`config.mk`:
```
export PLATFORM = sky130hd
export DESIGN_NAME = muldiv_seq_ctrl
export DESIGN_NICKNAME = d
export VERILOG_FILES = /design/src/rtl/muldiv_seq_ctrl.sv
export SDC_FILE = /design/constraint.sdc
export NUM_CORES = 1
export LEC_CHECK = 0
export BUFFER_PORTS_ARGS = -buffer_cell sky130_fd_sc_hd__buf_2
export CAP_MARGIN = 15
export CORE_MARGIN = 2
export CORE_UTILIZATION = 30
export DETAILED_ROUTE_END_ITERATION = 8
export GPL_TIMING_DRIVEN = 0
export HOLD_SLACK_MARGIN = 0.1
export PLACE_DENSITY = 0.47
export RECOVER_POWER = 100
export SYNTH_ARGS = -nofsm -noshare
export SYNTH_HDL_FRONTEND = slang
export SYNTH_SLANG_ARGS = --single-unit
```
`constraint.sdc`:
```
create_clock -name clk -period 9.65 [get_ports clk]
set_input_delay 0.4825 -clock clk [delete_from_list [all_inputs] [get_ports clk]]
set_output_delay 0.4825 -clock clk [all_outputs]
set_load 0.02 [all_outputs]
```
`src/rtl/muldiv_seq_ctrl.sv`:
```
// ---------------------------------------------------------------------------
// muldiv_seq_ctrl
//
// Iterative multiply/divide sequencer that sits beside the EX-stage ALU.
// It accepts MULT/MULTU/DIV/DIVU and performs one shift-add (multiply) or one
// restoring-subtract (divide) step per cycle. A final FIX cycle applies the
// result signs and commits HI/LO. It also serves MFHI/MFLO reads and raises
// stall to the hazard logic while an operation is in flight.
//
// Ports
//   clk      in   1      rising-edge clock
//   rst_n    in   1      asynchronous active-low reset
//   start    in   1      EX holds an R-type muldiv/mf instruction
//   funct    in   6      MULT/MULTU/DIV/DIVU/MFHI/MFLO function code
//   op_a     in   WIDTH  rs value (multiplicand / dividend)
//   op_b     in   WIDTH  rt value (multiplier / divisor)
//   flush    in   1      pipeline flush; aborts the current operation
//   busy     out  1      operation in flight
//   stall    out  1      busy & start
//   done     out  1      one-cycle pulse: HI/LO just updated
//   hi       out  WIDTH  HI register
//   lo       out  WIDTH  LO register
//   div_zero out  1      (MULDIV_DIVZ_EN only) last divide had a zero divisor
//   mf_data  out  WIDTH  HI for MFHI, otherwise LO
//
// Optional feature: define MULDIV_DIVZ_EN to add the registered div_zero
// flag. Without it the port and its logic are absent.
// ---------------------------------------------------------------------------
module muldiv_seq_ctrl #(
    parameter int WIDTH = 32
) (
    input  logic             clk,
    input  logic             rst_n,
    input  logic             start,
    input  logic [5:0]       funct,
    input  logic [WIDTH-1:0] op_a,
    input  logic [WIDTH-1:0] op_b,
    input  logic             flush,
    output logic             busy,
    output logic             stall,
    output logic             done,
    output logic [WIDTH-1:0] hi,
    output logic [WIDTH-1:0] lo,
`ifdef MULDIV_DIVZ_EN
    output logic             div_zero,
`endif
    output logic [WIDTH-1:0] mf_data
);

    localparam int CW = $clog2(WIDTH) + 1;
    localparam logic [CW-1:0] CNT_ONE  = CW'(1);
    localparam logic [CW-1:0] CNT_LAST = CW'(WIDTH - 1);

    localparam logic [5:0] F_MULT  = 6'b011000;
    localparam logic [5:0] F_MULTU = 6'b011001;
    localparam logic [5:0] F_DIV   = 6'b011010;
    localparam logic [5:0] F_DIVU  = 6'b011011;
    localparam logic [5:0] F_MFHI  = 6'b010000;

    localparam logic [1:0] S_IDLE = 2'd0;
    localparam logic [1:0] S_MUL  = 2'd1;
    localparam logic [1:0] S_DIV  = 2'd2;
    localparam logic [1:0] S_FIX  = 2'd3;

    logic [1:0]         state_q, state_d;
    logic [CW-1:0]      cnt_q, cnt_d;
    // Shared 2*WIDTH working register.
    // Multiply: {partial product, remaining multiplier bits}.
    // Divide:   {partial remainder, dividend bits / quotient bits}.
    logic [2*WIDTH-1:0] acc_q, acc_d;
    logic [WIDTH-1:0]   opnd_q, opnd_d;      // multiplicand or divisor magnitude
    logic               is_div_q, is_div_d;
    logic               neg_res_q, neg_res_d; // negate product / quotient
    logic               neg_rem_q, neg_rem_d; // dividend was negative
    logic [WIDTH-1:0]   hi_q, hi_d;
    logic [WIDTH-1:0]   lo_q, lo_d;
    logic               done_q, done_d;

    // ---------------------------------------------------------------- decode
    logic             is_mul_f, is_div_f, signed_f, accept;
    logic             a_neg, b_neg;
    logic [WIDTH-1:0] a_mag, b_mag;

    assign is_mul_f = (funct == F_MULT) || (funct == F_MULTU);
    assign is_div_f = (funct == F_DIV)  || (funct == F_DIVU);
    assign signed_f = (funct == F_MULT) || (funct == F_DIV);
    // Flush wins over a simultaneous start; MF and unknown functs never start.
    assign accept   = (state_q == S_IDLE) && start && !flush && (is_mul_f || is_div_f);

    assign a_neg = signed_f & op_a[WIDTH-1];
    assign b_neg = signed_f & op_b[WIDTH-1];
    assign a_mag = a_neg ? -op_a : op_a;
    assign b_mag = b_neg ? -op_b : op_b;

    // ------------------------------------------------------- multiply step
    logic [WIDTH:0]     mul_sum;
    logic [2*WIDTH-1:0] mul_next;

    assign mul_sum  = {1'b0, acc_q[2*WIDTH-1:WIDTH]} + (acc_q[0] ? {1'b0, opnd_q} : '0);
    // The carry out of the add becomes the new top bit after the right shift.
    assign mul_next = {mul_sum, acc_q[WIDTH-1:1]};

    // --------------------------------------------------------- divide step
    logic [WIDTH:0]     div_shift, div_diff;
    logic               div_borrow;
    logic [2*WIDTH-1:0] div_next;

    // Partial remainder shifted left with the next dividend bit brought in.
    assign div_shift  = acc_q[2*WIDTH-1:WIDTH-1];
    assign div_diff   = div_shift - {1'b0, opnd_q};
    // The remainder is always below the divisor, so bit WIDTH of the
    // difference is set exactly when the trial subtraction underflows.
    assign div_borrow = div_diff[WIDTH];
    assign div_next   = {(div_borrow ? div_shift[WIDTH-1:0] : div_diff[WIDTH-1:0]),
                         acc_q[WIDTH-2:0], ~div_borrow};

    // ------------------------------------------------------ sign correction
    logic [2*WIDTH-1:0] prod_fix;
    logic [WIDTH-1:0]   rem_mag, quo_mag, rem_fix, quo_fix;
    logic               div_by_zero;

    assign div_by_zero = (opnd_q == '0);
    assign prod_fix    = neg_res_q ? -acc_q : acc_q;
    assign rem_mag     = acc_q[2*WIDTH-1:WIDTH];
    assign quo_mag     = acc_q[WIDTH-1:0];
    // With a zero divisor every trial subtraction succeeds, so the remainder
    // ends up holding the dividend magnitude; restoring the dividend sign
    // gives back op_a exactly. Only the quotient needs overriding.
    assign rem_fix     = neg_rem_q ? -rem_mag : rem_mag;
    assign quo_fix     = div_by_zero ? '1 : (neg_res_q ? -quo_mag : quo_mag);

    // ------------------------------------------------------ next-state logic
    always_comb begin
        state_d   = state_q;
        cnt_d     = cnt_q;
        acc_d     = acc_q;
        opnd_d    = opnd_q;
        is_div_d  = is_div_q;
        neg_res_d = neg_res_q;
        neg_rem_d = neg_rem_q;
        hi_d      = hi_q;
        lo_d      = lo_q;
        done_d    = 1'b0;

        case (state_q)
            S_IDLE: begin
                if (accept) begin
                    state_d   = is_div_f ? S_DIV : S_MUL;
                    cnt_d     = '0;
                    opnd_d    = is_div_f ? b_mag : a_mag;
                    acc_d     = {{WIDTH{1'b0}}, (is_div_f ? a_mag : b_mag)};
                    is_div_d  = is_div_f;
                    neg_res_d = a_neg ^ b_neg;
                    neg_rem_d = a_neg;
                end
            end
            S_MUL, S_DIV: begin
                if (flush) begin
                    state_d = S_IDLE;
                    cnt_d   = '0;
                end else begin
                    acc_d = (state_q == S_MUL) ? mul_next : div_next;
                    cnt_d = cnt_q + CNT_ONE;
                    if (cnt_q == CNT_LAST) begin
                        state_d = S_FIX;
                    end
                end
            end
            S_FIX: begin
                state_d = S_IDLE;
                cnt_d   = '0;
                if (!flush) begin
                    done_d = 1'b1;
                    if (is_div_q) begin
                        hi_d = rem_fix;
                        lo_d = quo_fix;
                    end else begin
                        hi_d = prod_fix[2*WIDTH-1:WIDTH];
                        lo_d = prod_fix[WIDTH-1:0];
                    end
                end
            end
            default: begin
                state_d = S_IDLE;
                cnt_d   = '0;
            end
        endcase
    end

    // ------------------------------------------------------------ registers
    always_ff @(posedge clk or negedge rst_n) begin
        if (!rst_n) begin
            state_q   <= S_IDLE;
            cnt_q     <= '0;
            acc_q     <= '0;
            opnd_q    <= '0;
            is_div_q  <= 1'b0;
            neg_res_q <= 1'b0;
            neg_rem_q <= 1'b0;
            hi_q      <= '0;
            lo_q      <= '0;
            done_q    <= 1'b0;
        end else begin
            state_q   <= state_d;
            cnt_q     <= cnt_d;
            acc_q     <= acc_d;
            opnd_q    <= opnd_d;
            is_div_q  <= is_div_d;
            neg_res_q <= neg_res_d;
            neg_rem_q <= neg_rem_d;
            hi_q      <= hi_d;
            lo_q      <= lo_d;
            done_q    <= done_d;
        end
    end

`ifdef MULDIV_DIVZ_EN
    logic divz_q;

    // Cleared on acceptance so it always describes the latest operation.
    always_ff @(posedge clk or negedge rst_n) begin
        if (!rst_n) begin
            divz_q <= 1'b0;
        end else if (accept) begin
            divz_q <= 1'b0;
        end else if ((state_q == S_FIX) && !flush && is_div_q) begin
            divz_q <= div_by_zero;
        end
    end

    assign div_zero = divz_q;
`endif

    // --------------------------------------------------------------- outputs
    assign busy    = (state_q != S_IDLE);
    assign stall   = busy & start;
    assign done    = done_q;
    assign hi      = hi_q;
    assign lo      = lo_q;
    assign mf_data = (funct == F_MFHI) ? hi_q : lo_q;

endmodule

```
==> results.yml <==
clocking:
  cts.repair.resized: 0
  cts_buffers: 17
  postCtsSetupRepairBufs: 0
  clockRootBuffer: "clkbuf_16"
  clk_latency_ps: 470
  clkTransAtPathRegs_ps: 80
  cts_tree: "built"
  clk_path_buf_depth: 2
  htreeDepth: 4
  clock-sinks: 172
floorplanning:
  io_pins: 173
  die_area_um2: 51300
  core_um2: 49000
  die_x_um: 227
  row_count: 81
  start_util_pct: 30.3
  die_y_um: 227
cells_and_area:
  diodes: 0
  final_area_um2: 16900
  area_growth_pct: 14.0
  fin_cells: 2757
  drive_gt1_share_pct: 8.70
  nets: 2228
pwr:
  power_mw: 5.78
  swShare_pct: 54.6
  power.density_nw_per_um2: 341
  power_leakage_nw: 6.92
  share_comb_of_total_power_pct: 61.8
  internal_power_mw: 2.62
  pwr-share-seq_pct: 26.1
  switching_power_mw: 3.16
  vdd_ir_drop_max_v: 0.000154
  pwr-share-clk_pct: 12.0
flow_run:
  cap_violations: 1
synth:
  postSynthCellCount: 1888
  synth_ff_type: "dfrtp_1"
  synth_top_area_cell: "dfrtp_1"
  syn-cell-area_um2: 14900
  synthTopCellsByArea: "dfrtp_1 (29%), a21oi_1 (6.8%), ha_1 (6.1%)"
  netlist.area_leader.share_pct: 29.0
  async_reset_ff_share_pct: 100
  seq_area_frac_synth_pct: 29.0
  avgSynthCellArea_um2: 7.87
  synth-edff-count: 0
  synth_warnings: 0
  yosysMostFrequentCell: "nor2_1"
  yosysUniqueCellTypes: 75
  ys_ff_latch: 172
  synthTopCellsByCount: "nor2_1 (212), a21oi_1 (202), nand2_1 (173)"
  synthesis.nets: 2036
sta:
  tightest_slew_ps: 4940
  finalHoldViolations: 0
  drv_slew: 79
  fin_crit_sh_pct: 59.6
  finalClockSkew_ps: 14.7
  slew_headroom_pct: -229
  rsz0062_at_grt: "no"
  period_needed_ps: 5750
  fmax_mhz: 174
  setup_viol: 0
  setup_tns_ps: 0
routing:
  vias: 15000
  vias_per_cell: 5.46
  wl_per_cell_um: 21.8
  first_pass_iters: 5
  detail-route-antenna-nets: 0
  drc: 0
  wl_um: 60100
  drt_iter0_drc: 1277
worst_setup_path:
  path_max_fanout: 10
  path_buf_inv: 3
  required_ps: 10040
  cpMostUsedCell: "clkbuf_1"
  cp_slowest_cell: "nor4_1"
  cp_top_family: "compound AO/OA/AOI/OAI gates"
  reg2reg_depth: 13
  rr_endpoint: "acc_q[63]"
  critPathKind: "reg -> reg"
  worstReg2RegStart: "acc_q[32]"
  max_stage_delay_ps: 1150
  path_cells: "inv_1 -> fa_1 -> nor2b_1 -> o31ai_1 -> a211o_1 -> a2111oi_0 -> o211ai_1 -> and3_1 -> nor4_1 -> clkbuf_1 -> clkbuf_1 -> a211oi_1 -> a21oi_1"
  setup.worst_path.end_class: "register"
  critical_path_arrival_ps: 6140
  crit_path_start_kind: "register"
  reg2reg_slack_ps: 3900
grt:
  grt_pass1_vias: 14300
  grt_max_degree: 95
  overflow: 0
  grt_pass1_wl_um: 90000
  antenna_found_initial: 1
  grt_use_total_pct: 23.4
placement:
  placed_cell_area_um2: 16600
  dp.cells: 2724
  gp_congestion: 0.904
  hpwl_um: 48600
  io_buffers: 171
run_status:
  status: "finished with violations"
  violations: "max-capacitance violations, max-slew violations"
hold_path:
  holdPathStages: 3
  hold_class: "in -> reg"
  worstHoldStart: "op_a[31]"
  min_to: "opnd_q[31]"
## worst register-to-register path, cell delays in order (launching register included)
cell and delay, ps:
dfrtp_1 500, inv_1 210, fa_1 460, nor2b_1 200, o31ai_1 170, a211o_1 330
a2111oi_0 710, o211ai_1 230, and3_1 200, nor4_1 1150, clkbuf_1 600, clkbuf_1 530
a211oi_1 200, a21oi_1 200
## per-stage QoR
stage	hold WS [ps]	worst slack (ps)	utilization, %
3_5_place_dp	474	5340	33.9
6_report	388	3900	34.6
4_1_cts	363	5290	35.0
3_3_place_gp	468	5060	33.8
2_1_floorplan	187	6180	-
5_1_grt	400	3460	34.6
## metal layers
layer	GRT usage, %	wire length, um	vias to the layer above
met2	37.3	26600	505
li1	-	-	7172
met3	3.73	3450	65
met1	32.9	28800	7305
met5	0	0	-
met4	5.92	1160	0
## state kept, by name (all words and copies together) (netlist names), 2 cells and up
signal   flops
hi          32
acc_q       64
cnt_q        6
state_q      2
opnd_q      32
lo          32
## cell type report
class | count | area, um^2
inverter | 62 | 233
clock buffer | 19 | 443
buffer | 108 | 410
fill | 5350 | 32000
clock inverter | 13 | 123
tap | 664 | 831
timing repair buffer | 173 | 771
multi-input combinational | 1546 | 9820
sequential | 172 | 4300
## what timing repair did
item,in CTS,in global routing
setup endpoints to repair,0,0
hold buffers,1,0
hold endpoints to repair,78,0
## logic make-up (layout without fill, tap and decap cells)
| logic type | after synthesis | in the layout | synth area share (%) |
|---|---|---|---|
| and+or+nand+nor | 611 | 611 | 19.4 |
| DFF | 172 | 172 | 29.0 |
| xor gates and xnor gates | 167 | 167 | 9.85 |
| buffers and inverters | 170 | 375 | 4.42 |
| AOI/OAI and AO/OA | 618 | 618 | 25.3 |
| muxes | 76 | 76 | 5.64 |
| adders and majority gates | 74 | 74 | 6.33 |
## how the worst max path moves through the flow
stage / endpoint / slack, ps / cells past startpoint / start
4_1_cts: acc_q[63] / 5290 / 13 / acc_q[32]
3_3_place_gp: hi[25] / 5060 / 1 / rst_n
3_5_place_dp: acc_q[63] / 5340 / 13 / acc_q[32]
5_1_grt: acc_q[43] / 3460 / 13 / acc_q[32]
6_report: acc_q[63] / 3900 / 13 / acc_q[32]
2_1_floorplan: acc_q[35] / 6180 / 14 / acc_q[31]
## power by group through the flow
| stage | Sequential (mW) | Clock (mW) | Combinational [mW] |
|---|---|---|---|
| floorplan | 1.42 | 0 | 2.43 |
| detailed placement | 1.52 | 0 | 3.62 |
| global placement | 1.51 | 0 | 3.63 |
| global route | 1.55 | 0.733 | 3.95 |
| CTS | 1.50 | 0.704 | 3.64 |
| finish | 1.51 | 0.695 | 3.57 |
## placed cells by master (no fill, tap or decap), types with 61 or more instances in the layout
master	instances
xor2_1	94
a21oi_1	202
o21ai_0	163
clkbuf_1	202
ha_1	72
nand2_1	174
dfrtp_1	172
inv_1	61
xnor2_1	73
nor2_1	212
buf_2	77
mux2_2	61
Note: power is estimated with default switching activity, not from simulation.
